$ cat config.mk
export PLATFORM = sky130hd
export DESIGN_NAME = control_sequencer
export DESIGN_NICKNAME = d
export VERILOG_FILES = /design/src/rtl/richie_pkg.sv /design/src/rtl/ctrl_decode.sv /design/src/rtl/control_sequencer.sv
export SDC_FILE = /design/constraint.sdc
export NUM_CORES = 1
export LEC_CHECK = 0
export ABC_CLOCK_PERIOD_IN_PS = 3700
export BUFFER_PORTS_ARGS = -buffer_cell sky130_fd_sc_hd__clkbuf_2
export CELL_PAD_IN_SITES_DETAIL_PLACEMENT = 2
export CELL_PAD_IN_SITES_GLOBAL_PLACEMENT = 2
export CORE_MARGIN = 1
export CORE_UTILIZATION = 25
export DETAILED_ROUTE_END_ITERATION = 6
export PLACE_DENSITY = 0.81
export SLEW_MARGIN = 40
export SYNTH_ARGS = -nofsm -noshare
export SYNTH_HDL_FRONTEND = slang
export SYNTH_SLANG_ARGS = --single-unit
$ cat constraint.sdc
create_clock -name clk -period 3.7 [get_ports clk]
set_input_delay 0 -clock clk [delete_from_list [all_inputs] [get_ports clk]]
set_output_delay 0 -clock clk [all_outputs]
set_load 0.05 [all_outputs]
$ cat src/rtl/richie_pkg.sv
// Shared definitions for the 8-bit single-bus machine control path.
// Contents: opcode constants, bus source codes, load strobe bit
// indices and the sequencer state encoding (values match tstate).
package richie_pkg;

    // Opcodes (IR[7:4]); 0xA-0xD are unassigned and execute as NOP
    localparam logic [3:0] OP_NOP = 4'h0;
    localparam logic [3:0] OP_LDA = 4'h1;
    localparam logic [3:0] OP_ADD = 4'h2;
    localparam logic [3:0] OP_SUB = 4'h3;
    localparam logic [3:0] OP_STA = 4'h4;
    localparam logic [3:0] OP_LDI = 4'h5;
    localparam logic [3:0] OP_JMP = 4'h6;
    localparam logic [3:0] OP_JC  = 4'h7;
    localparam logic [3:0] OP_JZ  = 4'h8;
    localparam logic [3:0] OP_IN  = 4'h9;
    localparam logic [3:0] OP_OUT = 4'hE;
    localparam logic [3:0] OP_HLT = 4'hF;

    // Bus source select codes
    localparam logic [2:0] BUS_ZERO = 3'd0;
    localparam logic [2:0] BUS_PC   = 3'd1;
    localparam logic [2:0] BUS_RAM  = 3'd2;
    localparam logic [2:0] BUS_IR   = 3'd3;
    localparam logic [2:0] BUS_A    = 3'd4;
    localparam logic [2:0] BUS_ALU  = 3'd5;
    localparam logic [2:0] BUS_B    = 3'd6;
    localparam logic [2:0] BUS_IN   = 3'd7;

    // Load strobe bit positions within ld[7:0]
    localparam int unsigned LD_MAR   = 0;
    localparam int unsigned LD_RAM   = 1;
    localparam int unsigned LD_IR    = 2;
    localparam int unsigned LD_A     = 3;
    localparam int unsigned LD_B     = 4;
    localparam int unsigned LD_OUT   = 5;
    localparam int unsigned LD_PC    = 6;
    localparam int unsigned LD_FLAGS = 7;

    // Sequencer states; encoding doubles as the tstate debug value
    typedef enum logic [2:0] {
        ST_FETCH0 = 3'd0,
        ST_FETCH1 = 3'd1,
        ST_E0     = 3'd2,
        ST_E1     = 3'd3,
        ST_E2     = 3'd4,
        ST_HALT   = 3'd7
    } state_e;

endpackage

$ cat src/rtl/ctrl_decode.sv
// Combinational microcode for control_sequencer.
// Ports:
//   state      in  3  current sequencer state
//   ir_op      in  4  opcode (IR[7:4])
//   c_flag     in  1  carry flag
//   z_flag     in  1  zero flag
//   run        in  1  advance enable; low holds state, blanks strobes
//   bus_sel    out 3  bus source select
//   ld         out 8  register load strobes
//   pc_inc     out 1  PC increment strobe
//   alu_sub    out 1  ALU subtract select
//   next_state out 3  state to load at the next edge
module ctrl_decode
    import richie_pkg::*;
(
    input  logic [2:0] state,
    input  logic [3:0] ir_op,
    input  logic       c_flag,
    input  logic       z_flag,
    input  logic       run,
    output logic [2:0] bus_sel,
    output logic [7:0] ld,
    output logic       pc_inc,
    output logic       alu_sub,
    output logic [2:0] next_state
);

    state_e st;
    state_e nxt;
    logic   is_alu_op;
    logic   jump_taken;

    assign st         = state_e'(state);
    assign is_alu_op  = (ir_op == OP_ADD) || (ir_op == OP_SUB);
    assign jump_taken = (ir_op == OP_JMP)
                     || ((ir_op == OP_JC) && c_flag)
                     || ((ir_op == OP_JZ) && z_flag);
    assign next_state = nxt;

    // Next-state logic
    always_comb begin
        nxt = st;
        case (st)
            ST_FETCH0: nxt = ST_FETCH1;
            ST_FETCH1: nxt = ST_E0;
            ST_E0: begin
                if (is_alu_op || ir_op == OP_LDA || ir_op == OP_STA)
                    nxt = ST_E1;
                else if (ir_op == OP_HLT)
                    nxt = ST_HALT;
                else
                    nxt = ST_FETCH0;
            end
            ST_E1:   nxt = is_alu_op ? ST_E2 : ST_FETCH0;
            ST_E2:   nxt = ST_FETCH0;
            ST_HALT: nxt = ST_HALT;
            default: nxt = ST_FETCH0;
        endcase
        if (!run)
            nxt = st;
    end

    // Output logic; alu_sub is left unmasked by run so the ALU result
    // stays stable across a stall in E2
    always_comb begin
        bus_sel = BUS_ZERO;
        ld      = '0;
        pc_inc  = 1'b0;
        alu_sub = 1'b0;
        case (st)
            ST_FETCH0: begin
                bus_sel    = BUS_PC;
                ld[LD_MAR] = 1'b1;
            end
            ST_FETCH1: begin
                bus_sel   = BUS_RAM;
                ld[LD_IR] = 1'b1;
                pc_inc    = 1'b1;
            end
            ST_E0: begin
                if (is_alu_op || ir_op == OP_LDA || ir_op == OP_STA) begin
                    bus_sel    = BUS_IR;
                    ld[LD_MAR] = 1'b1;
                end else if (ir_op == OP_LDI) begin
                    bus_sel  = BUS_IR;
                    ld[LD_A] = 1'b1;
                end else if (jump_taken) begin
                    bus_sel   = BUS_IR;
                    ld[LD_PC] = 1'b1;
                end else if (ir_op == OP_IN) begin
                    bus_sel  = BUS_IN;
                    ld[LD_A] = 1'b1;
                end else if (ir_op == OP_OUT) begin
                    bus_sel    = BUS_A;
                    ld[LD_OUT] = 1'b1;
                end
            end
            ST_E1: begin
                if (ir_op == OP_LDA) begin
                    bus_sel  = BUS_RAM;
                    ld[LD_A] = 1'b1;
                end else if (is_alu_op) begin
                    bus_sel  = BUS_RAM;
                    ld[LD_B] = 1'b1;
                end else if (ir_op == OP_STA) begin
                    bus_sel    = BUS_A;
                    ld[LD_RAM] = 1'b1;
                end
            end
            ST_E2: begin
                if (is_alu_op) begin
                    bus_sel      = BUS_ALU;
                    ld[LD_A]     = 1'b1;
                    ld[LD_FLAGS] = 1'b1;
                    alu_sub      = (ir_op == OP_SUB);
                end
            end
            default: ;
        endcase
        if (!run) begin
            bus_sel = BUS_ZERO;
            ld      = '0;
            pc_inc  = 1'b0;
        end
    end

endmodule

$ cat src/rtl/control_sequencer.sv
// Fetch/execute control unit for the 8-bit single-bus machine.
// Ports:
//   clk     in  1  system clock, rising edge
//   res     in  1  asynchronous active-low reset
//   run     in  1  advance enable
//   ir_op   in  4  opcode (IR[7:4])
//   c_flag  in  1  carry flag
//   z_flag  in  1  zero flag
//   bus_sel out 3  bus source select
//   ld      out 8  load strobes (MAR,RAM,IR,A,B,OUT,PC,FLAGS)
//   pc_inc  out 1  PC increment strobe
//   alu_sub out 1  ALU subtract select
//   halted  out 1  high in HALT
//   tstate  out 3  current T-state
module control_sequencer
    import richie_pkg::*;
(
    input  logic       clk,
    input  logic       res,
    input  logic       run,
    input  logic [3:0] ir_op,
    input  logic       c_flag,
    input  logic       z_flag,
    output logic [2:0] bus_sel,
    output logic [7:0] ld,
    output logic       pc_inc,
    output logic       alu_sub,
    output logic       halted,
    output logic [2:0] tstate
);

    state_e     state_q;
    logic [2:0] next_state;
    logic [2:0] dec_bus_sel;
    logic [7:0] dec_ld;
    logic       dec_pc_inc;
    logic       dec_alu_sub;

    always_ff @(posedge clk or negedge res) begin
        if (!res)
            state_q <= ST_FETCH0;
        else
            state_q <= state_e'(next_state);
    end

    ctrl_decode u_decode (
        .state      (state_q),
        .ir_op      (ir_op),
        .c_flag     (c_flag),
        .z_flag     (z_flag),
        .run        (run),
        .bus_sel    (dec_bus_sel),
        .ld         (dec_ld),
        .pc_inc     (dec_pc_inc),
        .alu_sub    (dec_alu_sub),
        .next_state (next_state)
    );

    // Reset blanks the strobes combinationally so nothing fires while
    // res is low, even though the state already reads FETCH0
    always_comb begin
        bus_sel = dec_bus_sel;
        ld      = dec_ld;
        pc_inc  = dec_pc_inc;
        alu_sub = dec_alu_sub;
        if (!res) begin
            bus_sel = BUS_ZERO;
            ld      = '0;
            pc_inc  = 1'b0;
            alu_sub = 1'b0;
        end
    end

    assign tstate = state_q;
    assign halted = (state_q == ST_HALT);

endmodule

==> results.yml <==
outcome:
  status: "complete, no violations"
timing:
  setup-tns-final_ps: 0
  final_hold_viol_count: 0
  finalSetupViolCount: 0
  fin_crit_sh: 0.5291
  fin_crit_ps: 1957
  relSlewSlack: 0.6605
  fin_worst_skew_ps: 0.6241
  rsz0062_at_grt: "no"
  final_max_slew_viol_count: 0
  worstMarginPinSlew_ps: 509.2
  holdWs_ps: 94.81
  max_freq_ghz: 0.5109
logic_synthesis:
  async_flop_share: 1.000
  synth_edf_count: 0
  netlist.area_leader.share: 0.1339
  syn_avg_cell_area_um2: 7.186
  yosys-top-cells-area: "dfrtp_1, and3b_1, nand4b_1, nand2_1, nor4bb_1"
  syn_inst: 78
  synth_seq_cells: 3
  ys.flop_type: "dfrtp_1"
  ys_seq_area_frac: 0.1339
  synth_nets: 87
  yosysTopAreaCell: "dfrtp_1"
  synth_area_um2: 560.5
  synth_cell_types: 40
  yosysWarnings: 0
clock_network:
  root_buffer: "clkbuf_4"
  clockBufferDepth: 2
  cts_buffers: 3
  cts_tree: "done"
  clk_pin_slew_ps: 40
  htree_num_levels: 1
  clock_sinks: 3
  insertion_delay_ps: 240
  post_cts_buffers: 0
final_layout:
  seq_area_um2: 75.07
  mostFrequentLayoutCells: "clkbuf_2, nand2_1, nor2_1"
  n_antenna_cell: 0
  finalCoreUtilization: 0.3511
  largest_reg_flops: 3
  finalNetCount: 109
  multi_input_area_um2: 442.9
  drive_gt1_frac: 0.3030
  finalInstanceArea_um2: 716.9
  final_common_cell: "clkbuf_2"
  final-instance-count-excl-fill: 126
  nFillCells: 263
  area_growth_syn_to_layout_pct: 27.90
placement:
  post-dp-hpwl_um: 1470
  port_buffers: 25
  place_area_um2: 680.7
  globalplace.congestion: 0.7349
  dpl.cell_count: 121
global_route:
  grt_usage: 0.1782
  first_global_vias: 702
  grt_pass1_wl_um: 3346
  grt-ovfl-total: 0
  antenna_found_initial: 0
  grt_max_degree: 20
routing:
  ant_nets: 0
  drt_wl_total_um: 2002
  drt_iter0_markers: 6
  dr.pass1.iters: 4
  wl_per_cell_um: 15.89
  drc: 0
  via_per_inst: 5.444
  vias: 686
floorplanning:
  rows: 16
  start_util: 0.2745
  core_um2: 2042
  io_pins: 26
  dieArea_um2: 2435
  die_w_um: 49.35
  die_y_um: 49.35
pwr:
  cellLeakagePower_uw: 0.0003131
  pwr-share-clk: 0.165
  vdd_ir_drop_max_uv: 220.1
  combPwrFrac: 0.586
  power_frac_seq: 0.249
  power.internal_uw: 158.6
  p_switching_uw: 217.0
  sw_frac_of_total: 0.5777
  power.density_nw_per_um2: 523.9
setup_path:
  crit_required_ps: 3700
  end_kind: "output pin"
  worstPathCellList: "nor4bb_1 > o21ai_0 > a31oi_1 > clkbuf_2"
  arrival_ps: 1960
  crit_type: "flop to output pin"
  critPathMaxFanout: 16
  critPathLaunchType: "flop"
  critical-path-slowest-cell: "dfrtp_1"
  max_stage_delay_ps: 600
run:
  max_cap_viol_count: 0
min_path:
  hold_class: "primary input to flop"
final cells by class:
type,count,area share
multi-input cells,65,0.6178
repair buffers,26,0.1885
flip-flops and latches,3,0.1047
well taps,27,0.04712
clock buffers,4,0.03665
inverters,1,0.005236
layer usage:
layer	share of wire	vias to the layer above	track usage	routed length (um)
met5	0	-	0	0
met4	0	0	0.02941	0
met3	0.042	0	0.04673	85
met2	0.47	21	0.2968	950
met1	0.48	325	0.2305	965
li1	-	340	-	-
cell usage after synthesis, drive strengths merged (2+ instances only):
cell type  n
nand2      9
nor2       8
clkbuf     6
and3b      4
nand4b     4
buf        3
dfrtp      3
nor3b      3
nor4bb     3
o21ai      3
a21boi     2
nand3      2
o211ai     2
o21bai     2
critical path, delay by kind of cell (launching register included):
family,cells,cell delay [ps]
AOI/OAI and AO/OA,2,350
DFF,1,600
and+or+nand+nor,1,480
buffers and inverters,1,300
logic make-up (layout without fill, tap and decap cells):
| group | Yosys count | count (layout) | share of synthesized area |
|---|---|---|---|
| AO/OA/AOI/OAI | 21 | 21 | 0.2835 |
| XOR/XNOR | 1 | 1 | 0.01563 |
| buffers and inverters | 10 | 31 | 0.07587 |
| flip-flops | 3 | 3 | 0.1339 |
| multiplexers | 1 | 1 | 0.01786 |
| AND/OR/NAND/NOR | 42 | 42 | 0.4732 |
metrics by stage:
step | setup WS, ps | power (uW)
floorplan | 1300 | 264.5
global placement | 2069 | 306.9
detailed placement | 2005 | 313.5
CTS | 1732 | 380.8
global route | 1562 | 402.6
finish | 1743 | 375.6
power groups by stage:
stage / clock network [uW] / logic (uW) / registers (uW)
6_report: 62.2 / 220 / 93.5
5_1_grt: 67.6 / 235 / 100
4_1_cts: 64.3 / 222 / 94.6
3_5_place_dp: 0 / 220 / 93.9
3_3_place_gp: 0 / 215 / 91.8
2_1_floorplan: 0 / 167 / 97.1
final timing paths:
kind / from / end / slack, ps / cells after the start
worst max-delay path: tstate[1]$_DFFE_PN0P_ / bus_sel[2] / 1740 / 4
worst min-delay path: run / tstate[2]$_DFFE_PN0P_ / 90 / 2
worst max register to register: tstate[1]$_DFFE_PN0P_ / tstate[0]$_DFFE_PN0P_ / 2120 / 3
worst min register to register: tstate[2]$_DFFE_PN0P_ / tstate[2]$_DFFE_PN0P_ / 880 / 1
max in group asynchronous: res / tstate[0]$_DFFE_PN0P_ / 3450 / 2
min in group asynchronous: res / tstate[2]$_DFFE_PN0P_ / 110 / 2
what timing repair did:
item,4_1_cts,5_1_grt
hold buffers,1,0
endpoints found under the hold margin,3,0
resized for setup,0,0
(Power assumes the default switching activity.)
